===== src/rtl/uart_rx_fifo_if.sv =====
// uart_rx_fifo_if: groups the receiver-side byte strobe, the FWFT byte
// stream towards the CPU/bus side and the overflow status of uart_rx_fifo.
// The slave modport is the FIFO side; the master modport is its environment.
interface uart_rx_fifo_if #(
    parameter int DEPTH = 16
);
    localparam int AW = $clog2(DEPTH);

    logic          in_valid;
    logic [7:0]    in_data;
    logic          out_valid;
    logic          out_ready;
    logic [7:0]    out_data;
    logic [AW:0]   level;
    logic          overflow;
    logic [7:0]    drop_count;
    logic          overflow_clear;

    modport slave (
        input  in_valid, in_data, out_ready, overflow_clear,
        output out_valid, out_data, level, overflow, drop_count
    );

    modport master (
        output in_valid, in_data, out_ready, overflow_clear,
        input  out_valid, out_data, level, overflow, drop_count
    );
endinterface


===== src/rtl/uart_rx_fifo.sv =====
// uart_rx_fifo: power-of-two circular byte FIFO behind the UART receiver.
// Bytes arrive as one-cycle strobes and leave over a first-word-fall-through
// valid/ready stream with a registered head byte. Bytes offered while full
// (and not relieved by a same-cycle pop) are discarded.
// Optional feature macro: UART_RX_FIFO_OVERFLOW_EN enables the sticky
// overflow flag and the saturating 8-bit drop counter; without it both
// outputs are tied low and overflow_clear is ignored.
module uart_rx_fifo #(
    parameter int DEPTH = 16
) (
    input  logic              clk,
    input  logic              resetn,
    uart_rx_fifo_if.slave     bus
);
    localparam int AW = $clog2(DEPTH);
    localparam logic [AW:0] PTR_ONE = {{AW{1'b0}}, 1'b1};

    // Pointers carry one extra wrap bit so full and empty are distinguishable.
    logic [AW:0] wp_q, wp_d;
    logic [AW:0] rp_q, rp_d;
    logic [AW:0] rp_inc;
    logic [7:0]  mem_q [DEPTH];
    logic        out_valid_q, out_valid_d;
    logic [7:0]  out_data_q, out_data_d;
    logic        empty, full, pop, push;

    assign rp_inc = rp_q + PTR_ONE;
    assign empty  = (wp_q == rp_q);
    assign full   = (wp_q[AW-1:0] == rp_q[AW-1:0]) && (wp_q[AW] != rp_q[AW]);
    assign pop    = out_valid_q && bus.out_ready;
    // A same-cycle pop frees a slot, so a full FIFO still accepts the byte.
    assign push   = bus.in_valid && (!full || pop);

    // Next-state for pointers and the registered head byte.
    always_comb begin
        // NOTE: every always_comb output gets a default first so no path leaves it unassigned (no latch).
        wp_d        = wp_q;
        rp_d        = rp_q;
        out_valid_d = out_valid_q;
        out_data_d  = out_data_q;
        if (push) begin
            wp_d = wp_q + PTR_ONE;
        end
        if (pop) begin
            rp_d = rp_inc;
            // Another byte already stored behind the head: restage it now for back-to-back pops.
            if (wp_q != rp_inc) begin
                out_valid_d = 1'b1;
                out_data_d  = mem_q[rp_inc[AW-1:0]];
            end else begin
                out_valid_d = 1'b0;
            end
        end else if (!out_valid_q && !empty) begin
            out_valid_d = 1'b1;
            out_data_d  = mem_q[rp_q[AW-1:0]];
        end
    end

    // Pointer and output-stage registers.
    always_ff @(posedge clk or negedge resetn) begin
        if (!resetn) begin
            // NOTE: sequential state uses non-blocking assignments so all registers update together at the edge.
            wp_q        <= '0;
            rp_q        <= '0;
            out_valid_q <= 1'b0;
            out_data_q  <= 8'h00;
        end else begin
            wp_q        <= wp_d;
            rp_q        <= rp_d;
            out_valid_q <= out_valid_d;
            out_data_q  <= out_data_d;
        end
    end

    // Byte storage write port.
    always_ff @(posedge clk) begin
        // NOTE: the array is not reset; stale entries are never read because the pointers are.
        if (push) begin
            mem_q[wp_q[AW-1:0]] <= bus.in_data;
        end
    end

    assign bus.out_valid = out_valid_q;
    assign bus.out_data  = out_data_q;
    assign bus.level     = wp_q - rp_q;

`ifdef UART_RX_FIFO_OVERFLOW_EN
    logic       drop;
    logic       overflow_q, overflow_d;
    logic [7:0] drop_cnt_q, drop_cnt_d;

    assign drop = bus.in_valid && full && !pop;

    // Sticky flag and saturating counter; a drop in the clear cycle wins.
    always_comb begin
        overflow_d = overflow_q;
        drop_cnt_d = drop_cnt_q;
        if (drop) begin
            overflow_d = 1'b1;
            if (bus.overflow_clear) begin
                drop_cnt_d = 8'd1;
            end else if (drop_cnt_q != 8'hFF) begin
                drop_cnt_d = drop_cnt_q + 8'd1;
            end
        end else if (bus.overflow_clear) begin
            overflow_d = 1'b0;
            drop_cnt_d = 8'd0;
        end
    end

    // Overflow status registers.
    always_ff @(posedge clk or negedge resetn) begin
        if (!resetn) begin
            overflow_q <= 1'b0;
            drop_cnt_q <= 8'd0;
        end else begin
            overflow_q <= overflow_d;
            drop_cnt_q <= drop_cnt_d;
        end
    end

    assign bus.overflow   = overflow_q;
    assign bus.drop_count = drop_cnt_q;
`else
    logic unused_overflow_clear;
    assign unused_overflow_clear = bus.overflow_clear;
    assign bus.overflow          = 1'b0;
    assign bus.drop_count        = 8'h00;
`endif
endmodule


===== src/flat_wrapper.sv =====
// flat-port wrapper written by rule: the top's interface ports become plain ports
module uart_rx_fifo_flat 
#(
    parameter int DEPTH = 16
)
  (clk, resetn, bus_in_valid, bus_in_data, bus_out_ready, bus_overflow_clear, bus_out_valid, bus_out_data, bus_level, bus_overflow, bus_drop_count);
  uart_rx_fifo_if #(.DEPTH(DEPTH)) bus_i ();
  input  logic clk;
  input  logic resetn;
  input wire logic [$bits(bus_i.in_valid)-1:0] bus_in_valid;
  input wire logic [$bits(bus_i.in_data)-1:0] bus_in_data;
  input wire logic [$bits(bus_i.out_ready)-1:0] bus_out_ready;
  input wire logic [$bits(bus_i.overflow_clear)-1:0] bus_overflow_clear;
  output wire logic [$bits(bus_i.out_valid)-1:0] bus_out_valid;
  output wire logic [$bits(bus_i.out_data)-1:0] bus_out_data;
  output wire logic [$bits(bus_i.level)-1:0] bus_level;
  output wire logic [$bits(bus_i.overflow)-1:0] bus_overflow;
  output wire logic [$bits(bus_i.drop_count)-1:0] bus_drop_count;
  assign bus_i.in_valid = bus_in_valid;
  assign bus_i.in_data = bus_in_data;
  assign bus_i.out_ready = bus_out_ready;
  assign bus_i.overflow_clear = bus_overflow_clear;
  assign bus_out_valid = bus_i.out_valid;
  assign bus_out_data = bus_i.out_data;
  assign bus_level = bus_i.level;
  assign bus_overflow = bus_i.overflow;
  assign bus_drop_count = bus_i.drop_count;
  uart_rx_fifo #(.DEPTH(DEPTH)) u_core (.clk(clk), .resetn(resetn), .bus(bus_i));
endmodule

===== config.mk =====
export PLATFORM = sky130hd
export DESIGN_NAME = uart_rx_fifo_flat
export DESIGN_NICKNAME = d
export VERILOG_FILES = /design/src/rtl/uart_rx_fifo_if.sv /design/src/rtl/uart_rx_fifo.sv /design/src/flat_wrapper.sv
export SDC_FILE = /design/constraint.sdc
export NUM_CORES = 1
export LEC_CHECK = 0
export ABC_AREA = 1
export BUFFER_PORTS_ARGS = -buffer_cell sky130_fd_sc_hd__buf_2
export CORE_MARGIN = 2
export CORE_UTILIZATION = 45
export DETAILED_ROUTE_END_ITERATION = 10
export GPL_TIMING_DRIVEN = 0
export MAX_ROUTING_LAYER = met4
export PLACE_DENSITY = 0.64
export RECOVER_POWER = 100
export SLEW_MARGIN = 25
export SYNTH_ARGS = -nofsm -noshare
export SYNTH_HDL_FRONTEND = slang
export SYNTH_SLANG_ARGS = --single-unit

===== constraint.sdc =====
create_clock -name clk -period 2.9 [get_ports clk]
set_input_delay 0.435 -clock clk [delete_from_list [all_inputs] [get_ports clk]]
set_output_delay 0.435 -clock clk [all_outputs]
set_load 0.03 [all_outputs]

==> results of run 1 <==
## through the flow
step | utilization [%] | power, W | instances | hold slack [ns] | setup WS, ns
after floorplan | - | 0.00681 | 955 | 0.139 | 0.594
after global placement | 48.6 | 0.00862 | 1205 | 0.405 | -0.564
after detailed placement | 48.6 | 0.00863 | 1205 | 0.410 | -0.580
after CTS | 52.3 | 0.0109 | 1236 | 0.223 | 0.0867
after global routing | 52.1 | 0.0116 | 1236 | 0.232 | -0.0530
final | 52.1 | 0.0110 | 1236 | 0.230 | 0.0346
## cells in the final DEF, fill, tap and decap left out, types with 2 or more instances in the layout
cell type / netlist / layout
bufinv_16: 0 / 3
nand4_1: 5 / 5
clkinv_2: 0 / 3
nand2_4: 2 / 2
clkinv_4: 0 / 3
nor2_2: 3 / 17
buf_4: 15 / 15
xor2_1: 9 / 9
clkinv_1: 1 / 3
inv_1: 116 / 116
nand2_1: 319 / 319
edfxtp_1: 128 / 128
nand3_1: 164 / 164
buf_2: 30 / 29
dfrtp_1: 19 / 19
conb_1: 1 / 9
o211ai_1: 20 / 20
clkbuf_16: 0 / 17
o21ai_0: 27 / 27
nand2_2: 2 / 2
a21oi_1: 5 / 5
clkinvlp_4: 0 / 2
nor2_1: 40 / 25
o21ai_1: 9 / 9
clkbuf_1: 7 / 30
inv_2: 6 / 6
buf_6: 3 / 3
ha_1: 9 / 9
buf_1: 2 / 2
clkbuf_2: 0 / 2
## timing repair
item,4_1_cts,5_1_grt
gates resized for setup,15,1
hold endpoints to repair,19,0
endpoints found under the setup margin,132,24
cloned,0,0
hold buffers,1,0
## cell families after synthesis
logic type	Yosys count	synth area share, %
and+or+nand+nor	536	28.3
buffers and inverters	180	9.90
AOI/OAI and AO/OA	63	4.94
DFF	147	54.0
other	1	0.0469
adders and majority gates	10	1.66
xor gates and xnor gates	10	1.19
## routing by layer
layer	routed length (µm)	vias up	global-route usage, %
li1	-	3179	-
met1	10500	3272	38.4
met2	10800	422	41.2
met3	2320	74	4.78
met4	881	0	12.1
met5	0	-	-
## cell usage after synthesis (15+ instances only)
cell,instances
buf_2,30
dfrtp_1,19
nand2_1,319
inv_1,116
o21ai_0,27
edfxtp_1,128
o211ai_1,20
nand3_1,164
buf_4,15
nor2_1,40
## state kept, by name, indices dropped and copies added, names as in the netlist
register,count
u_core.mem_q,128
u_core.bus.out_data,8
u_core.rp_q,5
u_core.wp_q,5
u_core.bus.out_valid,1
## power by group through the flow
stage / Combinational (W) / Clock [W] / Sequential [W]
floorplan: 0.00387 / 0 / 0.00293
global placement: 0.00577 / 0 / 0.00284
detailed placement: 0.00579 / 0 / 0.00285
CTS: 0.00584 / 0.00225 / 0.00280
global route: 0.00644 / 0.00236 / 0.00284
finish: 0.00598 / 0.00224 / 0.00281
## worst min-delay path by stage
stage,endpoint,slack (ns),from
floorplan,u_core.bus.out_data[0],0.14,resetn
global placement,u_core.bus.out_data[3],0.41,resetn
detailed placement,u_core.bus.out_data[3],0.41,resetn
CTS,u_core.bus.out_valid,0.22,bus_out_ready
global route,u_core.bus.out_valid,0.23,bus_out_ready
finish,u_core.bus.out_valid,0.23,bus_out_ready
## layout make-up
class	count	area [µm²]	area share, %
inverters	123	462	5.10
clock inverters	14	163	1.80
clock buffers	18	429	4.74
flip-flops and latches	147	4320	47.8
plain buffers	55	319	3.53
well taps	225	282	3.11
repair buffers	26	109	1.20
multi-input cells	628	2960	32.8
==> metrics, run 1 <==
status finished clean; internal power about 0.0056 W; post-synthesis async set-or-reset flop share between 10% and 20%; CTS tree yes; post-DR wirelength/cell between 15 and 20 µm; fillcell total 1649; row cnt 48; drt via density about 5.6; max-cap viol count 0; WP data arrival 2.93 ns; critical path's top delay family simple AND/OR/NAND/NOR gates; Die W 137 µm; post-synth top area share 48.0%; Gate Count Post-Synth around 950; Net count, final 1021; Crit. path cell count 7; share of cells above drive strength 1 a little over a tenth; setup TNS 0 ns; Core Area 17400 µm²; Worst R2R Setup Slack between 0.03 and 0.04 ns; WP buf/inv 2; largest net degree at the start of global routing 20; Period minus WS final approximately 2.9 ns; Critical R2R Launch u_core.rp_q[1]; startpoint types register; Critical Path End u_core.mem_q[12][4]; max incr delay on CP 0.60 ns; largest area contributor in the netlist edfxtp_1; Clock Path Buffers 2; Post-CTS Setup Bufs 0; Critical Path Start u_core.rp_q[1]; GP Congestion 0.973; EDFF count, synth ~130; Worst Max-Slew Pin Slew 1.07 ns; Synth Flop Type edfxtp_1; post-DP HPWL 16.5 mm; gr usage total between 20 and 30%; Lkg Pwr between 3 and 4 nW; HP Class in -> reg; CTS Root Cell clkbuf_16; max frequency between 0.3 and 0.4 GHz; Final ANT Viol Nets 0; first-pass detailed-route iteration total 5; number of synthesized register bits between 100 and 150; Relative slew margins 28.9%; CP Cell Sequence inv_1 -> ha_1 -> nand4_1 -> o31ai_4 -> inv_2 -> nand2_1 -> nor2_2; r2r endpoint u_core.mem_q[12][4]; maximum vdd ir drop between 600 and 700 µV; later-pin clock latency in the skew report 0.44 ns; Slew Viols, Final 0; power share of the sequential group 25.5%; Die ar. 18900 µm²; remaining global-route overflow 0; sw frac between 40% and 50%; TritonCTS Buffers 17; IO buf count 25; Pwr Density around 1200 nW/µm²; fin crit share between 90% and 100%; initial antenna violation count 0; area grow syn2layout 13.0%; clk_skew a little under 0.009 ns; CTS Sinks around 150; count of final hold-check violations 0; synth unique cells 29; Setup crit end kind register; first-pass GRT wire length about 37 mm; Clk pwr share around a fifth; cells on worst reg2reg path 7; # IOs 36; DR iter-0 viols around 970; starting density of the core 46.1%; H-tree levels 4; CP Class reg -> reg; cell area after synthesis 8000 µm²; RSZ-0062 raised after global routing yes; main area contributors after synthesis edfxtp_1, nand2_1, nand3_1; DR vias between 6000 and 7000; Clock transition at path regs about 0.060 ns; Die Ht 137 µm; post-route cell area 9040 µm²; critical path required time approximately 3 ns; switching pwr between 0.005 and 0.006 W; drt total wl roughly 24 mm; sequential share of the synthesized area 54.0%; Logic pwr share 54.2%; DRC 0; setup violators final 0; crit path max fanout 14; area post-placement between 8000 and 9000 µm²; antenna fix cells 0; Synthesis Warnings 0; worst hold path depth 2; mean post-synth cell area 8.45 µm²; Slowest-stage cell, CP nor2_2; number of global-route vias before repair 6326
Power figures use the tool's default switching activity.
==> run 2: changes to the inputs <==
CORE_UTILIZATION = 51   (was 45)
PLACE_DENSITY = 0.71   (was 0.64)
==> run 2 against run 1 <==
  * Via count decreased by 1.8%
  * Clock skew increased by 0.00064 ns
  * Worst setup slack about the same
  * Core utilization increased by 7.4 points
  * Critical path type unchanged
  * Highest routed layer unchanged
==> metrics, run 2 (synthesized netlist as in run 1, its figures left out) <==
status finished clean; post-DR wirelength/cell 19.3 µm (-2.5%); maximum vdd ir drop 586 µV (-12%); most common cell after layout, fill and taps aside nand2_1; CTS Sinks 147 (unchanged); initial antenna violation count 0 (unchanged); CP Class reg -> reg; RSZ-0062 raised after global routing yes; dpl cells 1191 (-1.2%); GP Congestion 0.977 (+0.39%); Period minus WS final 2.87 ns (+0.000125 ns); WP data arrival 2.92 ns (about the same); row cnt 45 (-6.3%); startpoint types register; CTS tree yes; Clock transition at path regs 0.06 ns (about the same); fillcell total 1338 (-19%); H-tree levels 4 (unchanged); later-pin clock latency in the skew report 0.43 ns (about the same); Die ar. 16700 µm² (-11%); critical path required time 2.96 ns (about the same); IO buf count 25 (unchanged); Final ANT Viol Nets 0 (unchanged); remaining global-route overflow 0 (unchanged); CTS Root Cell clkbuf_16; max reg flops 128 (unchanged); DR iter-0 viols 847 (-12%); Slew Viols, Final 0 (unchanged); DR vias 6823 (-1.8%); first-pass GRT wire length 35.3 mm (-4.1%); final std cells w/o fill 1222 (-1.1%); crit path max fanout 14 (unchanged); drt total wl 23.6 mm (-3.6%); first-pass detailed-route iteration total 7 (+2); starting density of the core 52.4% (+6.3 points); Clock Path Buffers 2 (unchanged); max frequency 0.349 GHz (about the same); fin util 59.5% (+7.4 points); clk_skew 0.00933 ns (+0.000644 ns); gr usage total 29.9% (+1.9 points); largest net degree at the start of global routing 20 (unchanged); Core Area 15300 µm² (-12%); Setup crit end kind register; post-DP HPWL 16.2 mm (-2.0%); Die Ht 129 µm (-5.9%); antenna fix cells 0 (unchanged); Net count, final 1021 (unchanged); drt via density 5.58 (-0.66%); count of final hold-check violations 0 (unchanged); fin crit share 98.8% (about the same); commonest non-fill, non-tap cells in the layout nand2_1, nand3_1, edfxtp_1; area of the multi-input gates 2980 µm² (+0.68%); # IOs 36 (unchanged); number of global-route vias before repair 6329 (+0.047%); Pwr Density 1220 nW/µm² (-0.16%); HP Class in -> reg; Tot Pwr 0.0111 W (+0.24%); TritonCTS Buffers 17 (unchanged); share of cells above drive strength 1 11.4% (+0.49 points); register area 4320 µm² (unchanged); max-cap viol count 0 (unchanged); area grow syn2layout 13.5%; DRC 0 (unchanged); Worst Max-Slew Pin Slew 1.06 ns (-0.00595 ns); Relative slew margins 29.3% (+0.40 points); setup violators final 0 (unchanged); Die W 129 µm (-5.9%); Lkg Pwr 4.01 nW (+0.44%)
[run 2: cell count changes in the layout (fill, tap and decap cells not counted), sizes merged]
cell,before,now
bufinv,3,4
clkinvlp,2,3
inv,123,122
buf,49,55
clkinv,9,7
clkbuf,49,44
[run 2: timing repair]
action                                  CTS  global route
gates resized for setup                  16             5
endpoints found under the hold margin    19             0
hold buffers                              1             0
pin swaps                                 0             0
endpoints found under the setup margin  131            40
setup buffers                             0             0
[run 2: path summary, 6_finish.rpt]
kind / start / endpoint / slack [ns] / cells past startpoint
max: u_core.rp_q[1] / u_core.mem_q[13][6] / 0.03 / 7
min: bus_out_ready / u_core.bus.out_valid / 0.22 / 2
max reg2reg: u_core.rp_q[1] / u_core.mem_q[13][6] / 0.03 / 7
min reg2reg: u_core.bus.out_data[6] / u_core.bus.out_data[6] / 0.48 / 2
max in group asynchronous: resetn / u_core.rp_q[2] / 1.55 / 2
min in group asynchronous: resetn / u_core.bus.out_data[6] / 0.71 / 2
[run 2: routing by layer]
| metal | track usage [%] | part of all wire, % | wire length [µm] | vias up |
|---|---|---|---|---|
| met5 | - | 0 | 0 | - |
| met4 | 13.9 | 3.7 | 864 | 0 |
| met3 | 5.62 | 10 | 2440 | 63 |
| met2 | 45.0 | 45 | 10500 | 415 |
| met1 | 39.6 | 41 | 9730 | 3162 |
| li1 | - | - | - | 3183 |
[run 2: worst max-delay path, cell delays in order (launching register included)]
cell and delay [ns]:
dfrtp_1 0.46, clkinvlp_4 0.38, ha_1 0.43, nand4_1 0.18, o31ai_4 0.11, inv_2 0.12, nand2_1 0.24, nor2_2 0.56
[run 2: report_power, final]
part           internal (W)  switching [W]
clock network       0.00144       0.000871
registers           0.00263       0.000182
logic               0.00170        0.00423
total               0.00577        0.00528
[run 2: area by class of cell]
type	instances	area share (%)
buffer	55	3.53
tap	211	2.91
clock buffer	19	4.77
inverter	123	5.13
multi-input combinational	628	32.8
clock inverter	13	2.03
timing repair buffer	26	1.24
sequential	147	47.6
[run 2: through the flow]
step / setup slack (ns) / hold WS, ns / area (µm²) / TNS, ns
4_1_cts: 0.0893 / 0.222 / 9080 / 0
3_3_place_gp: -0.504 / 0.405 / 8420 / -51.24
6_report: 0.0345 / 0.225 / 9080 / 0
3_5_place_dp: -0.543 / 0.405 / 8420 / -51.71
5_1_grt: -0.0543 / 0.238 / 9080 / -0.722
2_1_floorplan: 0.594 / 0.139 / 8030 / 0
==> run 3: changes to the inputs <==
CORE_UTILIZATION = 62   (was 51)
PLACE_DENSITY = 0.83   (was 0.71)
==> run 3 against run 2 <==
  * Design area down 1.7%
  * Register-to-register slack better by 0.05 ns
  * Worst setup slack better by 0.048 ns
  * Sequential share of layout area up 0.84 points
  * Die area down 17%
  * Clock-buffer cell count down 1
  * Clock skew down 0.0025 ns
  * First-iteration DRC count up 57%
  * Non-clock buffer count unchanged
==> metrics, run 3 (synthesized netlist as in run 1, its figures left out) <==
status finished clean; drt total wl 23.4 mm (-0.58%); WP buf/inv 2 (unchanged); gr usage total 35.8% (+5.9 points); initial antenna violation count 0 (unchanged); largest net degree at the start of global routing 20 (unchanged); Clock Path Buffers 2 (unchanged); Slowest-stage cell, CP nor2_2; share of cells above drive strength 1 10.4% (-0.98 points); setup violators final 0 (unchanged); WHS Endpoint u_core.bus.out_valid; Worst R2R Setup Slack 0.08 ns (+0.05 ns); critical path's top delay family simple AND/OR/NAND/NOR gates; Lkg Pwr 3.96 nW (-1.4%); IO buf count 25 (unchanged); max incr delay on CP 0.59 ns (+0.03 ns); Slew Viols, Final 0 (unchanged); cells on worst reg2reg path 7 (unchanged); TritonCTS Buffers 17 (unchanged); post-DP HPWL 15.5 mm (-4.2%); CP Cell Sequence inv_1 -> ha_1 -> nand4_1 -> o31ai_4 -> inv_2 -> nand2_1 -> nor2_2; # IOs 36 (unchanged); critical path required time 2.96 ns (about the same); CTS tree yes; antenna fix cells 0 (unchanged); Pwr Density 1210 nW/µm² (-0.23%); crit path max fanout 14 (unchanged); HP Class in -> reg; Critical R2R Launch u_core.rp_q[1]; CP Class reg -> reg; Net count, final 1021 (unchanged); DR vias 7042 (+3.2%); Core Area 12600 µm² (-17%); startpoint types register; hold wc startpoint bus_out_ready; count of final hold-check violations 0 (unchanged); first-pass detailed-route iteration total 6 (-1); Die Ht 118 µm (-9.0%); Final ANT Viol Nets 0 (unchanged); Period minus WS final 2.82 ns (-0.0479 ns); number of global-route vias before repair 6786 (+7.2%); r2r endpoint u_core.mem_q[9][6]; Die W 118 µm (-9.0%); row cnt 41 (-8.9%); RSZ-0062 raised after global routing no; post-DR wirelength/cell 19.8 µm (+2.8%); max-cap viol count 0 (unchanged); Worst Max-Slew Pin Slew 1.01 ns (-0.0513 ns); Relative slew margins 32.7% (+3.4 points); drt via density 5.96 (+6.7%); fin crit share 97.2% (-1.7 points); remaining global-route overflow 0 (unchanged); CTS Root Cell clkbuf_16; area grow syn2layout 11.5%; first-pass GRT wire length 36.1 mm (+2.2%); commonest non-fill, non-tap cells in the layout nand2_1, nand3_1, edfxtp_1; DR iter-0 viols 1330 (+57%); area of the multi-input gates 2930 µm² (-1.6%); most common cell after layout, fill and taps aside nand2_1; worst hold path depth 2 (unchanged); maximum vdd ir drop 571 µV (-2.6%); worst hold margin 0.203 ns (-0.0221 ns); GP Congestion 1.02 (+4.7%); Setup crit end kind register; Die ar. 13800 µm² (-17%); Tot Pwr 0.0108 W (-2.0%); DRC 0 (unchanged); WP data arrival 2.88 ns (-0.04 ns); clk_skew 0.00680 ns (-0.00253 ns); fillcell total 993 (-26%); register area 4320 µm² (unchanged); starting density of the core 63.4% (+11 points); max frequency 0.355 GHz (+1.7%); max reg flops 128 (unchanged); H-tree levels 4 (unchanged); Clock transition at path regs 0.06 ns (about the same); CTS Sinks 147 (unchanged); later-pin clock latency in the skew report 0.43 ns (about the same)
run 3: cell count changes in the layout (fill, tap and decap cells not counted), moves of 2 or more:
cell / delta
bufinv_16: -2
clkbuf_1: +5
clkinvlp_4: +2
nand2_1: +2
buf_2: -6
nor2_2: +4
nor2_4: -5
run 3: report_power, final:
group | leakage [nW] | total, W | switching [W] | internal [W]
Sequential | 1.38 | 0.00281 | 0.000180 | 0.00263
Clock | 0.264 | 0.00213 | 0.000878 | 0.00126
Combinational | 2.31 | 0.00589 | 0.00425 | 0.00164
Total | 3.96 | 0.0108 | 0.00530 | 0.00553
run 3: metal layers:
metal / global-route usage [%] / up-vias / share of wire [%]
met5: - / - / 0
met2: 51.6 / 606 / 43
met4: 21.5 / 0 / 6.1
met1: 45.0 / 3132 / 36
li1: - / 3167 / -
met3: 10.6 / 137 / 15
run 3: final cells by class:
class                   count  area share (%)
clock buffers              18            4.81
clock inverters            13            1.56
inverters                 123            5.17
flip-flops and latches    147            48.4
repair buffers             26            1.19
multi-input cells         628            32.9
well taps                 172            2.41
plain buffers              55            3.58
run 3: worst max path at each step:
stage                              start            endpoint  slack (ns)  cells after the start
after floorplan           u_core.rp_q[2]  u_core.mem_q[0][0]        0.59                      8
after global placement    u_core.rp_q[2]  u_core.mem_q[6][0]       -0.40                      8
after detailed placement  u_core.rp_q[2]  u_core.mem_q[6][5]       -0.40                      8
after CTS                 u_core.rp_q[1]  u_core.mem_q[6][7]        0.19                      7
after global routing      u_core.rp_q[1]  u_core.mem_q[9][6]        0.03                      7
final                     u_core.rp_q[1]  u_core.mem_q[9][6]        0.08                      7
run 3: worst register-to-register path, cell delays in order, from the launching register on:
cell	delay, ns
dfrtp_1	0.42
inv_1	0.49
ha_1	0.37
nand4_1	0.18
o31ai_4	0.10
inv_2	0.11
nand2_1	0.20
nor2_2	0.59
run 3: what timing repair did:
item                                    4_1_cts  5_1_grt
gates resized for setup                      15        0
endpoints found under the hold margin        19        0
hold buffers                                  1        0
buffers inserted                              0        0
endpoints found under the setup margin      131        0
run 3: through the flow:
| step | setup slack, ns | util, % | area (µm²) | std cells | TNS [ns] |
|---|---|---|---|---|---|
| after global placement | -0.403 | 66.3 | 8370 | 1152 | -37.60 |
| after CTS | 0.188 | 71.2 | 8980 | 1182 | 0 |
| final | 0.0824 | 70.7 | 8920 | 1182 | 0 |
| after global routing | 0.0278 | 70.7 | 8920 | 1182 | 0 |
| after detailed placement | -0.396 | 66.3 | 8370 | 1152 | -38.45 |
| after floorplan | 0.594 | - | 8030 | 955 | 0 |
